==> config.mk <==
export PLATFORM = sky130hd
export DESIGN_NAME = uart_receiver
export DESIGN_NICKNAME = d
export VERILOG_FILES = /design/src/rtl/uart_pkg.sv /design/src/rtl/uart_baud_tick.sv /design/src/rtl/uart_receiver.sv
export SDC_FILE = /design/constraint.sdc
export NUM_CORES = 1
export LEC_CHECK = 0
export ABC_AREA = 1
export CAP_MARGIN = 20
export CORE_ASPECT_RATIO = 1.4
export CORE_UTILIZATION = 35
export CTS_CLUSTER_SIZE = 12
export DETAILED_ROUTE_END_ITERATION = 16
export DONT_BUFFER_PORTS = 1
export MAX_ROUTING_LAYER = met4
export SYNTH_ARGS = -nofsm -noshare
export SYNTH_HDL_FRONTEND = slang
export SYNTH_SLANG_ARGS = --single-unit
==> constraint.sdc <==
create_clock -name clk -period 2.3 [get_ports clk]
set_input_delay 0.46 -clock clk [delete_from_list [all_inputs] [get_ports clk]]
set_output_delay 0.46 -clock clk [all_outputs]
set_load 0.05 [all_outputs]
==> src/rtl/uart_pkg.sv <==
// Shared definitions for the UART receiver: state encoding, oversampling and mid-bit tick constants.
// The PARITY state exists only when UART_RX_PARITY_EN is defined.
package uart_pkg;

  localparam int OVS = 16;

  localparam logic [3:0] TICK_S0   = 4'd7;
  localparam logic [3:0] TICK_S1   = 4'd8;
  localparam logic [3:0] TICK_MID  = 4'd9;
  localparam logic [3:0] TICK_LAST = 4'd15;

  typedef enum logic [2:0] {
    IDLE,
    START,
    DATA,
`ifdef UART_RX_PARITY_EN
    PARITY,
`endif
    STOP,
    WAIT_HIGH
  } rx_state_t;

  // Oversampling divider, floored, never below one clock per tick.
  function automatic int calc_div(input int clk_hz, input int baud, input int ovs);
    int div;
    div = clk_hz / (baud * ovs);
    return (div < 1) ? 1 : div;
  endfunction

endpackage

==> src/rtl/uart_baud_tick.sv <==
// Oversampling tick generator: a reloading down-counter that ticks on terminal count.
// restart realigns the phase so the first tick lands on the very next clock.
module uart_baud_tick #(
  parameter int DIV = 651
) (
  input  logic clk,
  input  logic reset,
  input  logic restart,
  output logic tick
);

  localparam int CW = (DIV > 1) ? $clog2(DIV) : 1;
  localparam logic [CW-1:0] RELOAD = CW'(DIV - 1);

  logic [CW-1:0] cnt_q, cnt_d;

  always_comb begin
    if (restart)
      cnt_d = '0;
    else if (cnt_q == '0)
      cnt_d = RELOAD;
    else
      cnt_d = cnt_q - 1'b1;
  end

  always_ff @(posedge clk) begin
    if (!reset)
      cnt_q <= '0;
    else
      cnt_q <= cnt_d;
  end

  assign tick = (cnt_q == '0);

endmodule

==> src/rtl/uart_receiver.sv <==
// 8-bit UART receiver with 16x oversampling, 3-sample majority vote and a valid/ready output.
// Define UART_RX_PARITY_EN to add an even-parity bit between the data bits and the stop bit.
//
// state     | meaning
// IDLE      | line idle, waiting for a falling edge on rxs
// START     | qualifying the start bit (glitch rejection at tick 7)
// DATA      | shifting in 8 data bits, LSB first
// PARITY    | sampling the even-parity bit (UART_RX_PARITY_EN only)
// STOP      | checking the stop bit, delivering the byte at tick 9
// WAIT_HIGH | framing error seen, waiting for one full bit time of idle line
module uart_receiver #(
  parameter int CLK_HZ = 100000000,
  parameter int BAUD   = 9600,
  parameter int OVS    = uart_pkg::OVS
) (
  input  logic       clk,
  input  logic       reset,
  input  logic       RxD,
  output logic [7:0] rx_data,
  output logic       rx_valid,
  input  logic       rx_ready,
  output logic       frame_err,
  output logic       overrun,
  output logic       busy
);
  import uart_pkg::*;

  localparam int DIV = calc_div(CLK_HZ, BAUD, OVS);

  rx_state_t  state_q;
  logic       sync1_q, rxs_q, rxs_prev_q;
  logic [3:0] tick_cnt_q;
  logic [2:0] bit_cnt_q;
  logic [7:0] shift_q, rx_data_q;
  logic [1:0] samp_q;
  logic       rx_valid_q, frame_err_q, overrun_q, busy_q;
`ifdef UART_RX_PARITY_EN
  logic       par_err_q;
`endif

  logic tick, restart, fall, vote, mid_tick, last_tick;

  uart_baud_tick #(.DIV(DIV)) u_baud_tick (
    .clk     (clk),
    .reset   (reset),
    .restart (restart),
    .tick    (tick)
  );

  assign fall      = rxs_prev_q & ~rxs_q;
  assign restart   = (state_q == IDLE) & fall;
  assign vote      = (samp_q[0] & samp_q[1]) | (samp_q[0] & rxs_q) | (samp_q[1] & rxs_q);
  assign mid_tick  = tick & (tick_cnt_q == TICK_MID);
  assign last_tick = tick & (tick_cnt_q == TICK_LAST);

  always_ff @(posedge clk) begin
    if (!reset) begin
      sync1_q     <= 1'b1;
      rxs_q       <= 1'b1;
      rxs_prev_q  <= 1'b1;
      state_q     <= IDLE;
      tick_cnt_q  <= '0;
      bit_cnt_q   <= '0;
      shift_q     <= '0;
      samp_q      <= '0;
      rx_data_q   <= '0;
      rx_valid_q  <= 1'b0;
      frame_err_q <= 1'b0;
      overrun_q   <= 1'b0;
      busy_q      <= 1'b0;
`ifdef UART_RX_PARITY_EN
      par_err_q   <= 1'b0;
`endif
    end else begin
      sync1_q     <= RxD;
      rxs_q       <= sync1_q;
      rxs_prev_q  <= rxs_q;
      frame_err_q <= 1'b0;
      overrun_q   <= 1'b0;
      if (rx_valid_q && rx_ready)
        rx_valid_q <= 1'b0;
      if (tick)
        tick_cnt_q <= tick_cnt_q + 4'd1;
      if (tick && tick_cnt_q == TICK_S0)
        samp_q[0] <= rxs_q;
      if (tick && tick_cnt_q == TICK_S1)
        samp_q[1] <= rxs_q;

      case (state_q)
        IDLE: begin
          if (fall) begin
            state_q    <= START;
            tick_cnt_q <= '0;
            bit_cnt_q  <= '0;
            busy_q     <= 1'b1;
          end
        end
        START: begin
          if (tick && tick_cnt_q == TICK_S0 && rxs_q) begin
            state_q <= IDLE;
            busy_q  <= 1'b0;
          end else if (last_tick) begin
            state_q <= DATA;
          end
        end
        DATA: begin
          if (mid_tick)
            shift_q <= {vote, shift_q[7:1]};
          if (last_tick) begin
            bit_cnt_q <= bit_cnt_q + 3'd1;
            if (bit_cnt_q == 3'd7)
`ifdef UART_RX_PARITY_EN
              state_q <= PARITY;
`else
              state_q <= STOP;
`endif
          end
        end
`ifdef UART_RX_PARITY_EN
        PARITY: begin
          if (mid_tick)
            par_err_q <= vote ^ (^shift_q);
          if (last_tick)
            state_q <= STOP;
        end
`endif
        STOP: begin
          if (mid_tick) begin
            if (!vote) begin
              frame_err_q <= 1'b1;
              tick_cnt_q  <= '0;
              state_q     <= WAIT_HIGH;
`ifdef UART_RX_PARITY_EN
            end else if (par_err_q) begin
              frame_err_q <= 1'b1;
              state_q     <= IDLE;
              busy_q      <= 1'b0;
`endif
            end else begin
              // A handshake in this same cycle frees the slot, so the new byte wins.
              if (rx_valid_q && !rx_ready) begin
                overrun_q <= 1'b1;
              end else begin
                rx_data_q  <= shift_q;
                rx_valid_q <= 1'b1;
              end
              state_q <= IDLE;
              busy_q  <= 1'b0;
            end
          end
        end
        WAIT_HIGH: begin
          // Any low sample restarts the one-bit idle qualification (break handling).
          if (!rxs_q) begin
            tick_cnt_q <= '0;
          end else if (last_tick) begin
            state_q <= IDLE;
            busy_q  <= 1'b0;
          end
        end
        default: begin
          state_q <= IDLE;
          busy_q  <= 1'b0;
        end
      endcase
    end
  end

  assign rx_data   = rx_data_q;
  assign rx_valid  = rx_valid_q;
  assign frame_err = frame_err_q;
  assign overrun   = overrun_q;
  assign busy      = busy_q;

endmodule

==> results.toml, run 1 <==
[place]
place.gp.congestion = 0.803
dpl_cell_area_sq_um = 2140
port_buffers = 0
hpwl_um = 2790
dp.cells = 337

[final_layout]
seqCellArea_sq_um = 901
multi_input_area_sq_um = 985
layout_common_cells = "dfxtp_1 (45), inv_1 (37), nor2_1 (35)"
n_antenna_cell = 0
nets = 285
final_cells = 345
layout_commonest_cell = "dfxtp_1"
stdcell_area_sq_um = 2240
num-fill-cells = 610
area_growth_pct = 6.69
drive_above_1_share = 0.131

[drt]
avgViaCountPerCell = 4.75
wirelength_um = 3860
dr.pass1.iters = 4
ant_nets = 0
drc = 0
dr.first_iter.drc_count = 51
vias = 1638
wl_per_cell_um = 11.2

[critical_path]
r2r-start = "u_baud_tick.cnt_q[0]$_SDFF_PP0_"
reg2regPathDepth = 8
worstSetupEndpointType = "flip-flop"
timing.rr.end = "rx_data[1]$_SDFFE_PN0P_"
arrival_ns = 1.94
r2r_setup_slack_ns = 0.61
crit_path_frequent_cell = "nor2_4"
cp-start-kind = "flip-flop"
crit_path_end = "rx_data[1]$_SDFFE_PN0P_"
path_class = "reg -> reg"
cp_max_fo = 15
cp_slowest_stage_delay_ns = 0.35
worstPathCellList = "inv_1 -> ha_1 -> nand2_1 -> nor2_4 -> nand3_4 -> nor2_4 -> o21ai_0 -> a21oi_1"
required_ns = 2.55
critPathLaunch = "u_baud_tick.cnt_q[0]$_SDFF_PP0_"
crit_slowest_cell = "nor2_4"

[power]
intPower_mw = 1.47
p_sw_mw = 1.10
p_clk_frac = 0.209
p_leak_nw = 0.945
p_comb_frac = 0.397
ir_drop_mv = 0.486
power_density_nw_per_um2 = 1150
pwr-share-seq = 0.394
p_sw_frac = 0.428

[outcome]
outcome = "finished clean"

[grt]
grt.total_usage = 0.141
overflow = 0
grt_pass1_wl_um = 6520
grt_max_degree = 26
grt_pass1_vias = 1545
antenna_found_initial = 0

[sta]
grt_setup_unrepaired = "no"
clock_skew_ns = 0.00862
fin_crit_sh = 0.734
setup_viol = 0
max-slew-margin-rel = 0.646
slew_viol_final = 0
max_freq_mhz = 592
hold_viol_final = 0
worst_slew_pin_slew_ns = 0.530
period_minus_slack_ns = 1.69
finalSetupTns_ns = 0

[clocking]
cts_resized = 0
cts_setup_buffers = 0
ctsRootBufferMaster = "clkbuf_8"
clkTransAtPathRegs_ns = 0.10
clk_latency_ns = 0.31
cts_hold_buf = 0
cts_buffer_depth = 2
numCtsBuffers = 5
cts.sinks = 45
cts-htree-levels = 2
cts_tree = "yes"

[floorplanning]
start_util = 0.360
rows = 33
pin_count = 16
dieArea_sq_um = 6310
fp.dieW_um = 67.4
die_y_um = 93.6
core-area_sq_um = 5820

[synthesis]
ys_seq_area_frac = 0.430
synth_warnings = 0
avgSynthCellArea_sq_um = 7.71
syn_area_sq_um = 2100
synthesis.instances = 272
syn-num-nets = 283
synth-seq-cells = 45
yosysUniqueCellTypes = 31

[run]
max_cap_violations = 0

[worst_hold_path]
hp-class = "in -> reg"
-- layout make-up --
| cell class | count | area share |
|---|---|---|
| Tap cell | 70 | 0.0392 |
| Multi-Input combinational cell | 178 | 0.440 |
| Clock inverter | 3 | 0.0129 |
| Clock buffer | 5 | 0.0308 |
| Sequential cell | 45 | 0.403 |
| Inverter | 44 | 0.0739 |
-- state kept, by name, indices dropped and copies added, names as in the netlist --
register / flops
tick_cnt_q: 4
rx_data: 8
rx_valid: 1
state_q: 3
frame_err: 1
rxs_prev_q: 1
bit_cnt_q: 3
overrun: 1
u_baud_tick.cnt_q: 10
sync1_q: 1
rxs_q: 1
busy: 1
shift_q: 8
samp_q: 2
-- critical path, delay by kind of cell (launching register included) --
family                     cells  cell delay [ns]
AOI/OAI and AO/OA              2             0.26
adders and majority gates      1             0.15
buffers and inverters          1             0.09
DFF                            1             0.32
and+or+nand+nor                4             0.81
-- kinds of logic (layout without fill, tap and decap cells) --
| logic type | count (synthesis) | after routing | synth area share |
|---|---|---|---|
| adders and majority gates | 7 | 7 | 0.0418 |
| DFF | 45 | 45 | 0.430 |
| xor gates and xnor gates | 2 | 2 | 0.00836 |
| and+or+nand+nor | 107 | 107 | 0.263 |
| buffers and inverters | 49 | 52 | 0.100 |
| AOI/OAI and AO/OA | 62 | 62 | 0.157 |
-- cell usage after synthesis (all sizes together) --
library cell  count  share of area
a31oi             2         0.0060
nand2            40          0.090
a21oi            25          0.061
ha                7          0.042
nor2             42           0.10
nor3              4         0.0096
o21ai            33          0.082
buf               4          0.020
clkinv            1         0.0018
a22oi             1         0.0036
clkbuf            1         0.0018
dfxtp            45           0.43
o21bai            1         0.0036
nand4             5          0.015
nand3            12          0.037
or2               3         0.0090
nor4              1         0.0030
inv              43          0.077
xor2              2         0.0084
-- through the flow --
step	power [mW]	hold slack (ns)	setup WS, ns	util
after global routing	2.80	0.200	0.448	0.384
final	2.58	0.219	0.612	0.384
after CTS	2.60	0.214	0.591	0.384
after detailed placement	2.06	0.404	0.608	0.367
after floorplan	1.88	0.393	0.839	-
after global placement	2.05	0.399	0.667	0.367
-- how the worst min path moves through the flow --
stage / to / start / slack, ns / cells past startpoint
after floorplan: rxs_q$_SDFF_PN1_ / sync1_q$_SDFF_PN1_ / 0.39 / 1
after global placement: rxs_q$_SDFF_PN1_ / sync1_q$_SDFF_PN1_ / 0.40 / 1
after detailed placement: rxs_q$_SDFF_PN1_ / sync1_q$_SDFF_PN1_ / 0.40 / 1
after CTS: rxs_prev_q$_SDFF_PN1_ / reset / 0.21 / 1
after global routing: rxs_prev_q$_SDFF_PN1_ / reset / 0.20 / 1
final: rxs_prev_q$_SDFF_PN1_ / reset / 0.22 / 1
-- power groups by stage --
stage	registers, mW	clock network (mW)	logic, mW
floorplan	1.01	0	0.870
global placement	1.03	0	1.02
detailed placement	1.03	0	1.03
CTS	1.02	0.552	1.03
global route	1.03	0.582	1.18
finish	1.02	0.538	1.02
-- per-layer routing --
metal	vias up	wire length, um	track usage
met4	0	93	0.0656
met3	8	129	0.0439
met1	728	1770	0.150
met5	-	0	-
met2	25	1860	0.234
li1	877	-	-
Note: power is estimated with default switching activity, not from simulation.
==> inputs of run 2 (changes only) <==
Clock period 2.3 ns to 1.4 ns, I/O delays scaled along.
==> run 2 against run 1 <==
The run now ends with setup timing left; clock skew is 0.0063 ns lower; hold slack worse by 0.16 ns; sequential power is 62% higher; critical path type unchanged; via count is 12% higher; non-clock buffer count is 38 higher; power is 95% higher; worst setup slack worse by 0.75 ns; sequential cell count stayed put; maximum frequency is 9.9% higher; wire length is 16% higher.
==> results.toml, run 2 (same netlist as run 1, synthesis figures left out) <==
[floorplanning]
start_util = 0.360
dieArea_sq_um = 6310
pin_count = 16
fp.dieW_um = 67.4
die_y_um = 93.6
rows = 33
core-area_sq_um = 5820

[sta]
hold_viol_final = 0
worst_slew_pin_slew_ns = 0.535
fin_crit_sh = 1.10
clock_skew_ns = 0.00234
slew_viol_final = 0
grt_setup_unrepaired = "yes"
max-slew-margin-rel = 0.643
fin_ws_ns = -0.136
setup_viol = 33
period_minus_slack_ns = 1.54
max_freq_mhz = 651

[critical_path]
reg2regPathDepth = 9
cp_slowest_stage_delay_ns = 0.33
crit_slowest_cell = "dfxtp_2"
cp_max_fo = 7
worstSetupEndpointType = "flip-flop"
required_ns = 1.59
cp-start-kind = "flip-flop"
path_class = "reg -> reg"
worstPathCellList = "inv_2 -> ha_4 -> nand2_4 -> nor2_4 -> nand3_4 -> nor2_4 -> buf_12 -> buf_6 -> a21oi_2"
crit_path_frequent_cell = "nor2_4"
arrival_ns = 1.73

[final_layout]
nets = 323
num-fill-cells = 559
seqCellArea_sq_um = 903
area_growth_pct = 33.2
multi_input_area_sq_um = 1200
drive_above_1_share = 0.358
largest_reg_flops = 10
final_cells = 383
stdcell_area_sq_um = 2790
layout_commonest_cell = "dfxtp_1"
layout_common_cells = "dfxtp_1 (43), inv_1 (35), buf_4 (30)"
n_antenna_cell = 0
largest-register = "u_baud_tick.cnt_q"

[place]
dpl_cell_area_sq_um = 2410
port_buffers = 0
dp.cells = 368
place.gp.congestion = 0.845
hpwl_um = 3210

[power]
power_density_nw_per_um2 = 1800
p_leak_nw = 1.15
fin_total_pwr_mw = 5.03
ir_drop_mv = 0.792

[drt]
dr.first_iter.drc_count = 45
drc = 0
avgViaCountPerCell = 4.80
ant_nets = 0
vias = 1839
dr.pass1.iters = 4
wirelength_um = 4470
wl_per_cell_um = 11.7

[grt]
grt_pass1_wl_um = 7590
grt_max_degree = 26
grt.total_usage = 0.160
antenna_found_initial = 0
grt_pass1_vias = 1849
overflow = 0

[run]
max_cap_violations = 0

[clocking]
cts-htree-levels = 2
numCtsBuffers = 5
cts.sinks = 45
cts_hold_buf = 0
cts_buffer_depth = 2
clkTransAtPathRegs_ns = 0.08
ctsRootBufferMaster = "clkbuf_8"
cts_tree = "yes"
clk_latency_ns = 0.29

[outcome]
violations = "setup timing"
outcome = "finished, violations left"

[worst_hold_path]
hp-class = "in -> reg"
hold_depth = 1
[run 2: cell types whose count changed in the layout (fill, tap and decap cells not counted), sizes merged]
| cell | change |
|---|---|
| buf | +37 |
| inv | -3 |
| clkinvlp | +1 |
| clkbuf | +3 |
[run 2: worst paths after layout]
check | startpoint | to | slack, ns
max | u_baud_tick.cnt_q[0]$_SDFF_PP0_ | shift_q[4]$_SDFFE_PN0P_ | -0.14
min | reset | rxs_prev_q$_SDFF_PN1_ | 0.06
max reg2reg | u_baud_tick.cnt_q[0]$_SDFF_PP0_ | shift_q[4]$_SDFFE_PN0P_ | -0.14
min reg2reg | u_baud_tick.cnt_q[0]$_SDFF_PP0_ | u_baud_tick.cnt_q[0]$_SDFF_PP0_ | 0.41
[run 2: layout make-up]
cell class                 count  area share
inverter                      44      0.0610
tap                           70      0.0314
multi-input combinational    178       0.430
timing repair buffer          38       0.124
clock buffer                   7      0.0273
clock inverter                 1     0.00269
sequential                    45       0.324
[run 2: timing repair]
action                                  4_1_cts  5_1_grt
buffers inserted                              3        5
endpoints found under the setup margin       36       42
pin swaps                                     6       14
gates cloned                                  0        1
resized for setup                            29       48
[run 2: power breakdown]
group	switching [mW]	leakage (nW)	internal, mW	total [mW]
clock network	0.435	0.0385	0.354	0.788
registers	0.159	0.367	1.49	1.65
logic	1.48	0.743	1.12	2.59
[run 2: layer usage]
layer | global-route usage | routed length (um) | vias to the layer above
li1 | - | - | 955
met5 | - | 0 | -
met4 | 0.0638 | 99 | 0
met2 | 0.281 | 2460 | 20
met1 | 0.167 | 1800 | 852
met3 | 0.0402 | 109 | 12
[run 2: stage by stage]
| stage | util | setup WS (ns) | hold WS, ns | setup TNS, ns |
|---|---|---|---|---|
| 5_1_grt | 0.479 | -0.294 | 0.0463 | -6.37 |
| 6_report | 0.479 | -0.136 | 0.0567 | -2.52 |
| 3_3_place_gp | 0.415 | -0.0913 | 0.353 | -1.38 |
| 3_5_place_dp | 0.415 | -0.122 | 0.356 | -1.96 |
| 4_1_cts | 0.440 | -0.134 | 0.0403 | -1.99 |
| 2_1_floorplan | - | -0.0220 | 0.387 | -0.0253 |
[run 2: worst max-delay path, delay by kind of cell (launching register included)]
kind / cells / cell delay (ns)
and+or+nand+nor: 4 / 0.59
AOI/OAI and AO/OA: 1 / 0.05
adders and majority gates: 1 / 0.14
buffers and inverters: 3 / 0.32
DFF: 1 / 0.33
==> inputs of run 3 (changes only) <==
Settings changed: CORE_ASPECT_RATIO 1.4 to 1.75, CTS_CLUSTER_DIAMETER set to 50.
==> run 3 against run 2 <==
Maximum frequency fell by 0.72%; final area is 0.27% lower; largest cell class unchanged; hold slack got worse by 0.0025 ns; the run still ends with setup timing left; sequential share of layout area increased by 0.13 points.
==> results.toml, run 3 (same netlist as run 1, synthesis figures left out) <==
[clocking]
cts_buffer_depth = 2
cts-htree-levels = 2
clkTransAtPathRegs_ns = 0.08
cts.sinks = 45
cts_hold_buf = 0
clk_latency_ns = 0.30
ctsRootBufferMaster = "clkbuf_8"
cts_tree = "yes"
numCtsBuffers = 5

[drt]
wl_per_cell_um = 11.6
wirelength_um = 4680
vias = 1898
drc = 0
avgViaCountPerCell = 4.72
ant_nets = 0
dr.first_iter.drc_count = 53
dr.pass1.iters = 4

[grt]
grt.total_usage = 0.170
grt_max_degree = 26
grt_pass1_vias = 1906
overflow = 0
antenna_found_initial = 0
grt_pass1_wl_um = 7880

[sta]
fin_crit_sh = 1.11
max_freq_mhz = 646
period_minus_slack_ns = 1.55
worst_slew_pin_slew_ns = 0.542
setup_viol = 31
slew_viol_final = 0
max-slew-margin-rel = 0.638
clock_skew_ns = 0.00269
grt_setup_unrepaired = "yes"
hold_viol_final = 0
finalSetupTns_ns = -2.77
fin_ws_ns = -0.147

[power]
p_leak_nw = 1.19
ir_drop_mv = 0.869
power_density_nw_per_um2 = 1830
p_sw_mw = 2.04
p_clk_frac = 0.157
p_sw_frac = 0.402
intPower_mw = 3.04
p_comb_frac = 0.516
pwr-share-seq = 0.326

[final_layout]
drive_above_1_share = 0.370
multi_input_area_sq_um = 1110
layout_commonest_cell = "buf_4"
layout_common_cells = "buf_4 (45), dfxtp_1 (42), inv_1 (35)"
largest_reg_flops = 10
area_growth_pct = 32.8
stdcell_area_sq_um = 2780
nets = 334
largest-register = "u_baud_tick.cnt_q"
seqCellArea_sq_um = 905
num-fill-cells = 612
n_antenna_cell = 0

[critical_path]
worstPathCellList = "inv_2 -> ha_4 -> nand2_4 -> nor2_4 -> nand3_4 -> nand2_4 -> nand2_4 -> nor2_8 -> nand2_2 -> nor2_1 -> nor2_1"
arrival_ns = 1.75
crit_slowest_cell = "dfxtp_2"
cp-start-kind = "flip-flop"
cp_slowest_stage_delay_ns = 0.33
required_ns = 1.60
cp_max_fo = 5
worstSetupEndpointType = "flip-flop"
reg2regPathDepth = 11
path_class = "reg -> reg"
crit_path_frequent_cell = "nand2_4"

[floorplanning]
die_y_um = 104
rows = 37
dieArea_sq_um = 6310
start_util = 0.359
core-area_sq_um = 5830
pin_count = 16
fp.dieW_um = 60.5

[place]
dp_worst_setup_slack_ns = -0.113
port_buffers = 0
place.gp.congestion = 0.830
dpl_cell_area_sq_um = 2520
hpwl_um = 3440

[worst_hold_path]
hold_depth = 1
hp-class = "in -> reg"

[outcome]
outcome = "finished, violations left"
violations = "setup timing"

[run]
max_cap_violations = 0
[run 3: final timing paths]
kind	endpoint	slack [ns]	startpoint
setup reg to reg	state_q[0]$_SDFFE_PN0P_	-0.15	u_baud_tick.cnt_q[0]$_SDFF_PP0_
hold reg to reg	u_baud_tick.cnt_q[0]$_SDFF_PP0_	0.41	u_baud_tick.cnt_q[0]$_SDFF_PP0_
hold / removal	rxs_prev_q$_SDFF_PN1_	0.05	reset
setup / recovery	state_q[0]$_SDFFE_PN0P_	-0.15	u_baud_tick.cnt_q[0]$_SDFF_PP0_
[run 3: layout make-up]
cell class | instances | area share
repair buffers | 49 | 0.150
inverters | 44 | 0.0602
well taps | 78 | 0.0351
clock inverters | 2 | 0.00539
multi-input cells | 178 | 0.399
clock buffers | 6 | 0.0261
flip-flops and latches | 45 | 0.325
[run 3: worst max-delay path: cells and delay by family (launching register included)]
kind | cells | cell delay (ns)
adders and majority gates | 1 | 0.14
buffers and inverters | 1 | 0.07
DFF | 1 | 0.33
and+or+nand+nor | 9 | 0.90
[run 3: layer usage]
metal,global-route usage,part of all wire
met1,0.164,0.37
met2,0.317,0.59
met3,0.0261,0.022
met4,0.0649,0.019
met5,-,0
[run 3: timing repair]
action,CTS,global route
endpoints found under the setup margin,30,38
pin swaps,1,14
resized for setup,19,35
cloned,1,0
buffers inserted,1,3
[run 3: per-stage QoR]
step / total power, mW / util / hold WS [ns] / instances
6_report: 5.08 / 0.477 / 0.0542 / 402
5_1_grt: 5.51 / 0.477 / 0.0508 / 402
4_1_cts: 4.97 / 0.461 / 0.0465 / 399
3_5_place_dp: 4.08 / 0.432 / 0.362 / 389
3_3_place_gp: 4.04 / 0.432 / 0.353 / 389
2_1_floorplan: 3.14 / - / 0.387 / 272
[run 3: power by group through the flow]
stage	Clock (mW)	Sequential (mW)	Combinational, mW
finish	0.800	1.66	2.62
CTS	0.827	1.66	2.48
floorplan	0	1.67	1.47
detailed placement	0	1.68	2.39
global route	0.876	1.69	2.94
global placement	0	1.67	2.37
